### src/rtl/reg_file_rename.sv
// Architectural register file with per-register rename lock.
// Reads return committed data or the ROB tag that will produce it.
module reg_file_rename #(
    parameter int REG_NUM = 32,
    parameter int REG_W   = 5,
    parameter int DATA_W  = 32,
    parameter int TAG_W   = 3
) (
    input  logic              clk,
    input  logic              rst,
    input  logic              flush,
    input  logic [REG_W-1:0]  rd_addr1,
    output logic [DATA_W-1:0] rd_value1,
    output logic              rd_busy1,
    output logic [TAG_W-1:0]  rd_tag1,
    input  logic [REG_W-1:0]  rd_addr2,
    output logic [DATA_W-1:0] rd_value2,
    output logic              rd_busy2,
    output logic [TAG_W-1:0]  rd_tag2,
    input  logic              lock_en,
    input  logic [REG_W-1:0]  lock_reg,
    input  logic [TAG_W-1:0]  lock_tag,
    input  logic              commit_en,
    input  logic [REG_W-1:0]  commit_reg,
    input  logic [DATA_W-1:0] commit_data,
    input  logic [TAG_W-1:0]  commit_tag
);

    logic [DATA_W-1:0] data_q [REG_NUM];
    logic [TAG_W-1:0]  tag_q  [REG_NUM];
    logic [REG_NUM-1:0] busy_q;

    logic commit_ok;
    logic lock_ok;

    assign commit_ok = commit_en && (commit_reg != '0);
    assign lock_ok   = lock_en && (lock_reg != '0) && !flush;

    // Commit results are bypassed so the decoder never misses a retiring value.
    always_comb begin
        rd_value1 = '0;
        rd_busy1  = 1'b0;
        rd_tag1   = '0;
        if (rd_addr1 != '0) begin
            rd_value1 = data_q[rd_addr1];
            rd_busy1  = busy_q[rd_addr1];
            rd_tag1   = tag_q[rd_addr1];
            if (commit_en && (commit_reg == rd_addr1)) begin
                rd_value1 = commit_data;
                if (tag_q[rd_addr1] == commit_tag) begin
                    rd_busy1 = 1'b0;
                end
            end
        end
    end

    always_comb begin
        rd_value2 = '0;
        rd_busy2  = 1'b0;
        rd_tag2   = '0;
        if (rd_addr2 != '0) begin
            rd_value2 = data_q[rd_addr2];
            rd_busy2  = busy_q[rd_addr2];
            rd_tag2   = tag_q[rd_addr2];
            if (commit_en && (commit_reg == rd_addr2)) begin
                rd_value2 = commit_data;
                if (tag_q[rd_addr2] == commit_tag) begin
                    rd_busy2 = 1'b0;
                end
            end
        end
    end

    // Lock is applied after commit so a same-register rename keeps its lock.
    always_ff @(posedge clk or negedge rst) begin
        if (!rst) begin
            for (int i = 0; i < REG_NUM; i++) begin
                data_q[i] <= '0;
                tag_q[i]  <= '0;
            end
            busy_q <= '0;
        end else begin
            if (commit_ok) begin
                data_q[commit_reg] <= commit_data;
                if (busy_q[commit_reg] && (tag_q[commit_reg] == commit_tag)) begin
                    busy_q[commit_reg] <= 1'b0;
                end
            end
            if (lock_ok) begin
                busy_q[lock_reg] <= 1'b1;
                tag_q[lock_reg]  <= lock_tag;
            end
            if (flush) begin
                busy_q <= '0;
            end
        end
    end

endmodule
### config.mk
export PLATFORM = sky130hd
export DESIGN_NAME = reg_file_rename
export DESIGN_NICKNAME = d
export VERILOG_FILES = /design/src/rtl/reg_file_rename.sv
export SDC_FILE = /design/constraint.sdc
export NUM_CORES = 2
export LEC_CHECK = 0
export ABC_CLOCK_PERIOD_IN_PS = 4400
export CORE_MARGIN = 2
export CORE_UTILIZATION = 41
export DETAILED_ROUTE_END_ITERATION = 8
export PLACE_DENSITY_LB_ADDON = 0.12
export SETUP_SLACK_MARGIN = 0.02
export SYNTH_ARGS = -nofsm -noshare
export SYNTH_HDL_FRONTEND = slang
export SYNTH_SLANG_ARGS = --single-unit
### constraint.sdc
create_clock -name clk -period 4.4 [get_ports clk]
set_input_delay 1.1 -clock clk [delete_from_list [all_inputs] [get_ports clk]]
set_output_delay 1.1 -clock clk [all_outputs]
set_load 0.03 [all_outputs]
==> flow_summary.toml <==
[synthesis]
syn-num-nets = 4146
synth-seq-cells = 1152
syn_inst = 4083
ys_warn_count = 0
synthFlopType = "dfrtp_1"
yosys.area.top_type = "dfrtp_1"
syn_avg_cell_area_sq_um = 15.5
synth_cell_types = 54
synth_top_area_share = 0.455
synthesis.area_sq_um = 63300
ys_async_sr_fraction = 1.00
synth_area_leaders = "dfrtp_1 46%, mux4_2 24%, mux2_2 19%, mux2i_1 2.4%, clkbuf_1 1.4%"
synth_edf_count = 0
yosysSeqAreaShare = 0.455

[timing]
finalSetupViolations = 7
hold_violations = 0
rsz0062_at_grt = "true"
fin_crit_sh = 1.01
slew_headroom = 0.185
slew_viol_final = 0
worstMarginPinSlew_ns = 1.22
layout_setup_ws_ns = -0.0564
fin_tns_setup_ns = -0.141
timing.fmax_mhz = 224
finClkSkew_ns = 0.0127
finalCriticalPeriod_ns = 4.46

[status]
violations = "negative setup slack"
outcome = "complete, but fails checks"

[critical_path]
crit_fanout = 8
crit_buf_inv = 6
crit_path_top_delay_cell = "mux4_2"
crit_cells = 11
arrival_ns = 3.36
r2r-end = "busy_q[17]$_DFF_PN0_"
crit_chain = "buf_16, buf_12, buf_16, buf_4, mux4_2, mux4_2, mux2i_1, buf_4, nor2_1, o41a_1, buf_6"
critPathKind = "in2out"
worst_setup_path_end_kind = "output port"
cp_top_family = "multiplexers"
reg2reg_setup_slack_ns = 1.76
r2r_start = "tag_q[75]$_DFFE_PN0P_"
start_kind = "primary input"
slowest_delay_ns = 0.50
r2r_cells = 9
required_ns = 3.30

[drt]
first_pass_iters = 5
ant_nets = 0
drt_iter0_drc = 3328
drc = 0
wl_mm = 213
vias = 40800
wire_per_inst_um = 32.6
viasPerCell = 6.25

[power]
peakVddDrop_mv = 0.325
total_power_mw = 33.5
p_per_area_nw_per_um2 = 433
p_leak_nw = 32.9

[global_route]
grt_max_degree = 128
grt_pass1_wl_mm = 308
grt_usage = 0.270
antenna_found_initial = 0
grt_pass1_vias = 41900
overflow = 0

[cts]
root_buffer = "clkbuf_16"
cts_tree = "built"
cts.clk_slew.worst_paths_ns = 0.06
htree_levels = 4
clk-insertion-delay-late_ns = 0.78
holdBufCountCts = 0
clock-sinks = 1152
numCtsBuffers = 135
clockBufferDepth = 3

[die]
fp.dieW_um = 397
fp.dieH_um = 397
rows = 144
die_area_sq_um = 158000
coreArea_sq_um = 154000
initial_core_util = 0.412
ios = 135

[placement]
portBuffers = 134
routabilityCongestion = 0.844
preCtsSetupSlack_ns = -0.334
place_area_sq_um = 70800
placedCellCount = 6190
dp_hpwl_mm = 127

[final_layout]
syn_to_final_growth_pct = 22.4
drive_gt1_frac = 0.607
layout.cells.non_filler = 6519
mostFrequentLayoutCell = "dfrtp_1"
layout.nets = 4438
layout_common_cells = "1,152 x dfrtp_1, 1,083 x mux2_2, 683 x mux4_2"
fin_area_sq_um = 77400

[hold_path]
hp-class = "in2async"

[run]
maxCapViolCount = 0
worst max-delay path by stage:
stage,from,endpoint,slack [ns]
6_report,rd_addr1[0],rd_busy1,-0.06
5_1_grt,rd_addr1[0],rd_busy1,-0.09
4_1_cts,rd_addr1[0],rd_busy1,-0.04
3_5_place_dp,rd_addr1[0],rd_value1[10],-0.33
3_3_place_gp,rd_addr2[0],rd_value2[9],-0.33
2_1_floorplan,rd_addr1[1],rd_value1[5],-0.11
metal layers:
metal / share of wire / routed length [um] / GRT usage
met1: 0.44 / 93300 / 0.379
met2: 0.48 / 103000 / 0.435
met4: 0.028 / 5980 / 0.0812
met5: 0 / 0 / 0
met3: 0.050 / 10700 / 0.0410
synthesized netlist by cell type, types with 5 or more instances:
cell type,n
buf_4,13
mux2_1,12
mux4_2,683
buf_1,76
xnor2_1,9
nor4_1,20
nor3b_1,8
clkbuf_1,237
nand3_1,6
a22oi_1,6
inv_1,5
a311oi_1,23
a21oi_1,27
nor2_1,142
nand3b_1,6
mux2i_1,154
a221oi_1,6
mux2_2,1083
a211oi_1,100
nor2b_1,28
buf_2,140
nor3_1,15
dfrtp_1,1152
and3_1,5
nand2_1,35
xor2_1,8
nand4bb_1,6
o22ai_1,30
report_power, final:
group / switching, mW / internal (mW) / total, mW
combinational: 3.21 / 5.03 / 8.24
sequential: 1.39 / 12.5 / 13.9
clock: 4.64 / 6.77 / 11.4
state kept, by name, summed over array words and instances (netlist names):
signal	cells
data_q	1024
tag_q	96
busy_q	32
stage by stage:
| step | hold WS [ns] | util |
|---|---|---|
| floorplan | 0.441 | - |
| detailed placement | 0.383 | 0.460 |
| finish | 0.198 | 0.504 |
| global placement | 0.377 | 0.460 |
| global route | 0.203 | 0.504 |
| CTS | 0.221 | 0.496 |
layout make-up:
cell class | instances | area, sq um
Multi-Input combinational cell | 2457 | 33600
Clock inverter | 38 | 422
Tap cell | 2044 | 2560
Inverter | 5 | 18.8
Fill cell | 12900 | 76200
Antenna cell | 1 | 2.50
Sequential cell | 1152 | 28800
Clock buffer | 198 | 4040
Timing Repair Buffer | 624 | 7980
kinds of logic after synthesis:
group | count (synthesis) | synth area share
DFF | 1152 | 0.455
AOI/OAI and AO/OA | 210 | 0.0241
buffers and inverters | 474 | 0.0320
xor gates and xnor gates | 17 | 0.00235
and+or+nand+nor | 298 | 0.0239
muxes | 1932 | 0.462
what timing repair did:
action / CTS / global route
setup endpoints to repair: 67 / 48
pin swaps: 8 / 18
buffers inserted: 22 / 51
gates resized for setup: 107 / 99
cloned: 9 / 12
(Power assumes the default switching activity.)
